File: src/rtl/instr_encoder.sv
// RV32I instruction encoder with a registered valid/ready output stage and word-address tagging.
// Optional: define ENCODER_ILLEGAL_TRAP_EN to drop illegal ops (6, 7) and raise a sticky err flag.
module instr_encoder #(
  parameter int ADDR_W     = 8,
  parameter int START_ADDR = 0
) (
  input  logic              clk,
  input  logic              reset,
  input  logic              flush,
  input  logic              req_valid,
  output logic              req_ready,
  input  logic [2:0]        req_op,
  input  logic [4:0]        req_rd,
  input  logic [4:0]        req_rs1,
  input  logic [4:0]        req_rs2,
  input  logic [12:0]       req_imm,
  output logic              out_valid,
  input  logic              out_ready,
  output logic [31:0]       out_instr,
  output logic [ADDR_W-1:0] out_addr,
  output logic              err
);

  localparam logic [ADDR_W-1:0] START = ADDR_W'(START_ADDR);

  function automatic logic [31:0] encode(
    input logic [2:0]  op,
    input logic [4:0]  rd,
    input logic [4:0]  rs1,
    input logic [4:0]  rs2,
    input logic [12:0] imm
  );
    logic [31:0] w;
    case (op)
      3'd0:    w = {7'b0000000, rs2, rs1, 3'b000, rd, 7'b0110011};
      3'd1:    w = {7'b0100000, rs2, rs1, 3'b000, rd, 7'b0110011};
      3'd2:    w = {imm[11:0], rs1, 3'b000, rd, 7'b0010011};
      3'd3:    w = {imm[11:0], rs1, 3'b010, rd, 7'b0000011};
      3'd4:    w = {imm[11:5], rs2, rs1, 3'b010, imm[4:0], 7'b0100011};
      3'd5:    w = {imm[12], imm[10:5], rs2, rs1, 3'b000, imm[4:1], imm[11], 7'b1100011};
      default: w = 32'h0000_0013;
    endcase
    return w;
  endfunction

  logic              vld_p1;
  logic [31:0]       instr_p0;
  logic [31:0]       instr_p1;
  logic [ADDR_W-1:0] addr_p1;
  logic [ADDR_W-1:0] next_addr;
  logic              accept;
  logic              load;

  assign req_ready = !reset && !flush && (!vld_p1 || out_ready);
  assign accept    = req_valid && req_ready;
  assign instr_p0  = encode(req_op, req_rd, req_rs1, req_rs2, req_imm);

`ifdef ENCODER_ILLEGAL_TRAP_EN
  logic illegal;
  logic err_q;

  assign illegal = req_op[2] && req_op[1];
  assign load    = accept && !illegal;
  assign err     = err_q;

  // err stays set until reset; flush deliberately leaves it alone
  always_ff @(posedge clk or posedge reset) begin
    if (reset)
      err_q <= 1'b0;
    else if (accept && illegal)
      err_q <= 1'b1;
  end
`else
  assign load = accept;
  assign err  = 1'b0;
`endif

  // p0 -> p1: combinational encode captured into the output register
  always_ff @(posedge clk or posedge reset) begin
    if (reset) begin
      vld_p1    <= 1'b0;
      instr_p1  <= '0;
      addr_p1   <= '0;
      next_addr <= START;
    end else if (flush) begin
      vld_p1    <= 1'b0;
      next_addr <= START;
    end else if (load) begin
      vld_p1    <= 1'b1;
      instr_p1  <= instr_p0;
      addr_p1   <= next_addr;
      next_addr <= next_addr + ADDR_W'(1);
    end else if (out_ready) begin
      vld_p1    <= 1'b0;
    end
  end

  assign out_valid = vld_p1;
  assign out_instr = instr_p1;
  assign out_addr  = addr_p1;

endmodule

File: config.mk
export PLATFORM = sky130hd
export DESIGN_NAME = instr_encoder
export DESIGN_NICKNAME = d
export VERILOG_FILES = /design/src/rtl/instr_encoder.sv
export SDC_FILE = /design/constraint.sdc
export NUM_CORES = 1
export LEC_CHECK = 0
export BUFFER_PORTS_ARGS = -buffer_cell sky130_fd_sc_hd__buf_4
export CORE_MARGIN = 3
export CORE_UTILIZATION = 43
export DETAILED_ROUTE_END_ITERATION = 12
export PLACE_DENSITY = 0.75
export SYNTH_ARGS = -nofsm -noshare
export SYNTH_HDL_FRONTEND = slang
export SYNTH_SLANG_ARGS = --single-unit
File: constraint.sdc
create_clock -name clk -period 1.45 [get_ports clk]
set_clock_uncertainty 0.1 [all_clocks]
set_input_delay 0.29 -clock clk [delete_from_list [all_inputs] [get_ports clk]]
set_output_delay 0.29 -clock clk [all_outputs]
set_load 0.005 [all_outputs]
After elaboration in Yosys (flattened, before gate mapping)
Index checks and enable logic that the tools add are counted.
- output and inout port bits: 43
- bits in registers: 49
- input bits: 36
- word-level logic and storage cells: 28
- bitwise operators: 1
- multiplexer cells: 6
- reductions and logical operators: 11
- add/subtract/negate cells: 1
- eq/ne operators: 5
- operators by type and width (kind ; number):
    32-bit case mux with 6 select lines ; 1
    8-bit 2-to-1 mux ; 2
    8-bit by 1-bit adder with 8-bit output, second input constant ; 1
    3-bit by 2-bit == test with 1-bit output, second input constant ; 2
    3-bit == test, second input constant ; 2
    3-bit by 1-bit == test with 1-bit output, second input constant ; 1
    1-bit logical AND ; 3
    1-bit zero test ; 3
    3-bit zero test ; 1
    1-bit 2-to-1 mux ; 3
    3-bit nonzero test ; 1
    2-bit AND reduction ; 1
    2-bit nonzero test ; 1
    1-bit logical OR ; 1
    1-bit inverter ; 1

Longest topological paths before layout
- depth after elaboration: 6
- mapped depth: 7
- mapped depth without buffers: 4

Worst setup path before layout
Ideal clock, no wire load.
- kind: register -> register
- from: register vld_p1, in the netlist out_valid
- to: register addr_p1[0], in the netlist out_addr[0]
- path slack: 0.042 ns
- clock period less this slack: 1.408 ns
- required time: 1.223 ns
- library setup time: 0.127 ns
- buffers on the path: 1
- cell stages (with the launch flop): 5
- arrival time: 1.181 ns
- cell sequence: dfrtp_1 nand2b_1 and3_1 buf_4 mux2_1
- cells in the longest elaborated chain, start to end: 5
- ends and longest elaborated chain (element ; line ; text):
    start, declared ; 46 ; logic vld_p1;
    start signal, assigned ; 81 ; vld_p1 <= 1'b0;
    start signal, assigned ; 86 ; vld_p1 <= 1'b0;
    start signal, assigned ; 89 ; vld_p1 <= 1'b1;
    1-bit zero test ; 54 ; assign req_ready = !reset && !flush && (!vld_p1 || out_ready);
    1-bit logical OR ; 54 ;
    1-bit logical AND ; 54 ;
    1-bit logical AND ; 55 ; assign accept = req_valid && req_ready;
    2-bit AND reduction (no source line) ; - ;
    end signal, assigned ; 91 ; addr_p1 <= next_addr;
    end, declared ; 49 ; logic [ADDR_W-1:0] addr_p1;
Every way passes these cells.
A chain may end at the register's enable or synchronous reset.

Worst setup path after layout
- from: register vld_p1, in the netlist out_valid
- to: output port req_ready
- cells in the longest elaborated chain, start to end: 3
- ends and longest elaborated chain (element ; line ; text):
    1-bit zero test ; 54 ;
    1-bit logical OR ; 54 ;
    1-bit logical AND ; 54 ;
    end, declared ; 11 ; output logic req_ready,
Every way passes these cells.

==> impl_results.md <==
* RD Place Congestion at 0.739
* Register area at 1100 um2
* Period minus WS final at 1.49 ns
* Layout net count at 319
* Die ar. at 5490 um2
* Worst setup path endpoint: req_ready
* Crit-path max FO at 3
* Worst Setup Slack, final at -0.0375 ns
* Status: complete, but fails checks
* Pwr Density at 953 nW/um2
* GRT Resource Usage Total at 0.174
* # rows at 24
* Dominant synthesized flop cell: dfrtp_1
* Adder-cell area share of the yosys netlist at 0.00627
* R2R depth at 6
* First-pass GRT wire length at 7370 um
* DR iter-0 viols at 57
* Initial antenna violation count at 0
* Gr ovfl total at 0
* # DRC at 0
* Hpwl dp at 3280 um
* Async SR Flop Fraction at 1.00
* Failing checks: negative setup slack
* IO Count at 79
* Max-cap viol count at 0
* Most numerous cell in the Yosys netlist: dfrtp_1
* Simple-Gate Fraction of Synth Area at 0.221
* Post-synthesis compound-gate area fraction at 0.0796
* Post-Route WL at 4750 um
* ANT nets after route at 0
* Die width at 74.1 um
* Reg2reg end: out_instr[31]$_DFFE_PP0P_
* CP peak stage delay at 0.39 ns
* Core area at 4410 um2
* Final setup viols at 1
* Die H at 74.1 um
* Critical Path Source Type: flip-flop
* Cells after Synth at 194
* Main combinational cell family by area after synthesis: simple AND/OR/NAND/NOR gates
* Arrival time worst endpoint at 1.10 ns
* R2r setup slk at 0.03 ns
* Worst-path cell chain: nand2b_4, buf_6, and2_4, buf_6
* Multiplexer area fraction after synthesis at 0.0608
* Post-synthesis sequential element count at 44
* Commonest cells post-synth: dfrtp_1, nand2_1, nor2_1, a221oi_1, nand3_1
* Largest net degree at the start of global routing at 45
* Critical Path RT at 1.06 ns
* Unrepaired setup endpoints after global routing: true
* Port-buffer cells at 73
* Layout area overhead at 48.3%
* Buf/Inv on CP at 2
* Sequential fraction of the synthesis area at 0.552
* Layout Cells excl Fill at 335
* Synth Area in XOR/XNOR at 0.0176
* Clk sink count at 44
* Filler cell count at 361
* Worst slack at placement at -0.0419 ns
* Psw at 0.715 mW
* Routed len/inst at 14.2 um
* Internal power at 2.10 mW
* Multi-input logic area at 905 um2
* Core Util, Final at 0.670
* Leakage at 1.54 nW
* Post-synth cell types at 32
* Fmax at 0.672 GHz
* Met2 routed WL at 2340 um
* CP Depth at 4
* Dpl cells at 319
* Register share of total power at 0.511
* Crit-path slowest cell: dfrtp_1
* CTS clk-pin slew, worst paths at 0.07 ns
* Synth area leader: dfrtp_1
* Clk pwr share at 0.269
* Avg Synthesized Cell Area at 10.3 um2
* Fin Setup TNS at -0.0375 ns
* Synth area leaders: dfrtp_1, nand2_1, nor2_1
* Critical path class: reg -> out
* Inserted Diodes at 0
* Worst vdd ir at 0.665 mV
* CP most frequent cell: buf_6
* Combinational share of power at 0.220
* Final Cycle Share at 1.03
* Sw frac at 0.254
* Vias in the first global route at 1553
* Initial Util at 0.452
* Via density at 5.10
* Setup crit end kind: primary output
* RR Startpoint: out_valid$_DFFE_PP0P_
* Top-area cell type share of the netlist area at 0.552
* Max clock buf depth at 2
* H-tree lvl count at 2
* Final hold viol count at 0
* Pre-antenna DRT Iters at 4
* Type of the most critical hold path: in -> reg
* CTS tree: yes
* Root Driver: clkbuf_8
* Routed length on met1 at 2050 um
* Worst-skew pair later-pin latency at 0.28 ns
* Number of buffers created by CTS at 5
* Vias post-DR at 1710
* Final Hold Slack at 0.127 ns
* Max Used Layer: met4
* Mapped Area at 2000 um2
* Synthesis Warnings at 0
* Slew Viols, Final at 0
* CP top delay family: flip-flops
* Worst Setup SP: out_valid$_DFFE_PP0P_
* Post-synth EDFFs at 0
* Fraction of layout cells with a size suffix above 1 at 0.435
* Met3 routed wirelength at 340 um
-- kinds of logic after synthesis --
kind of cell	Yosys count
compound gates	21
simple gates	92
mux	11
xor+xnor	4
buf+inv	20
fa+ha+maj	1
other cells	1
flops	44
-- sequential cells by signal (all words and copies together), names as in the netlist --
name	cells
next_addr	8
out_addr	8
out_instr	27
out_valid	1
-- through the flow --
step | power (mW) | cell area [um2]
6_report | 2.82 | 2960
5_1_grt | 3.01 | 2960
4_1_cts | 2.83 | 2800
3_5_place_dp | 2.03 | 2630
3_3_place_gp | 2.02 | 2630
2_1_floorplan | 1.68 | 2010
-- layout make-up --
cell class | instances | share of cell area
Multi-Input combinational cell | 134 | 0.306
Clock buffer | 8 | 0.0304
Sequential cell | 44 | 0.372
Tap cell | 52 | 0.0220
Timing Repair Buffer | 93 | 0.265
Inverter | 4 | 0.00507
-- placed cells by master (no fill, tap or decap), types with 3 or more instances in the layout --
master	netlist	layout
nand4_1	5	5
dfrtp_1	44	44
conb_1	1	5
buf_4	10	82
inv_1	4	3
mux2_2	3	3
o21ai_0	5	5
mux2_4	0	4
xor2_1	3	3
nand2b_1	4	3
nand2_1	30	29
a221oi_2	0	9
nor2_1	28	28
nand3_1	11	11
clkbuf_8	0	6
buf_6	1	6
-- worst min-delay path by stage --
| stage | from | cells after the start | to |
|---|---|---|---|
| 2_1_floorplan | req_op[1] | 1 | out_instr[5]$_DFFE_PP0P_ |
| 6_report | req_imm[8] | 3 | out_instr[28]$_DFFE_PP0P_ |
| 4_1_cts | req_imm[8] | 3 | out_instr[28]$_DFFE_PP0P_ |
| 5_1_grt | req_rd[0] | 3 | out_instr[7]$_DFFE_PP0P_ |
| 3_3_place_gp | reset | 3 | out_instr[1]$_DFFE_PP0P_ |
| 3_5_place_dp | reset | 3 | next_addr[3]$_DFFE_PP0P_ |
-- worst min-delay path: stages --
cell and delay (ns):
buf_4 0.08, nand3_1 0.05, nand2_1 0.06
-- timing repair --
item / CTS / global route
endpoints found under the hold margin: 44 / 0
gates cloned: 0 / 2
hold buffers: 1 / 0
gates resized for setup: 11 / 17
pin swaps: 0 / 0
setup endpoints to repair: 2 / 34
buffers inserted: 3 / 2
-- power groups by stage --
stage | Sequential (mW) | Clock [mW] | Combinational, mW
after global routing | 1.46 | 0.857 | 0.692
after global placement | 1.46 | 0 | 0.557
after detailed placement | 1.46 | 0 | 0.569
after floorplan | 1.46 | 0 | 0.213
final | 1.44 | 0.758 | 0.622
after CTS | 1.44 | 0.797 | 0.590
-- layer usage --
| layer | vias to the layer above | global-route usage |
|---|---|---|
| met4 | 0 | 0.0483 |
| met3 | 4 | 0.0392 |
| met5 | - | 0 |
| li1 | 834 | - |
| met1 | 813 | 0.238 |
| met2 | 59 | 0.279 |
Power figures use the tool's default switching activity.
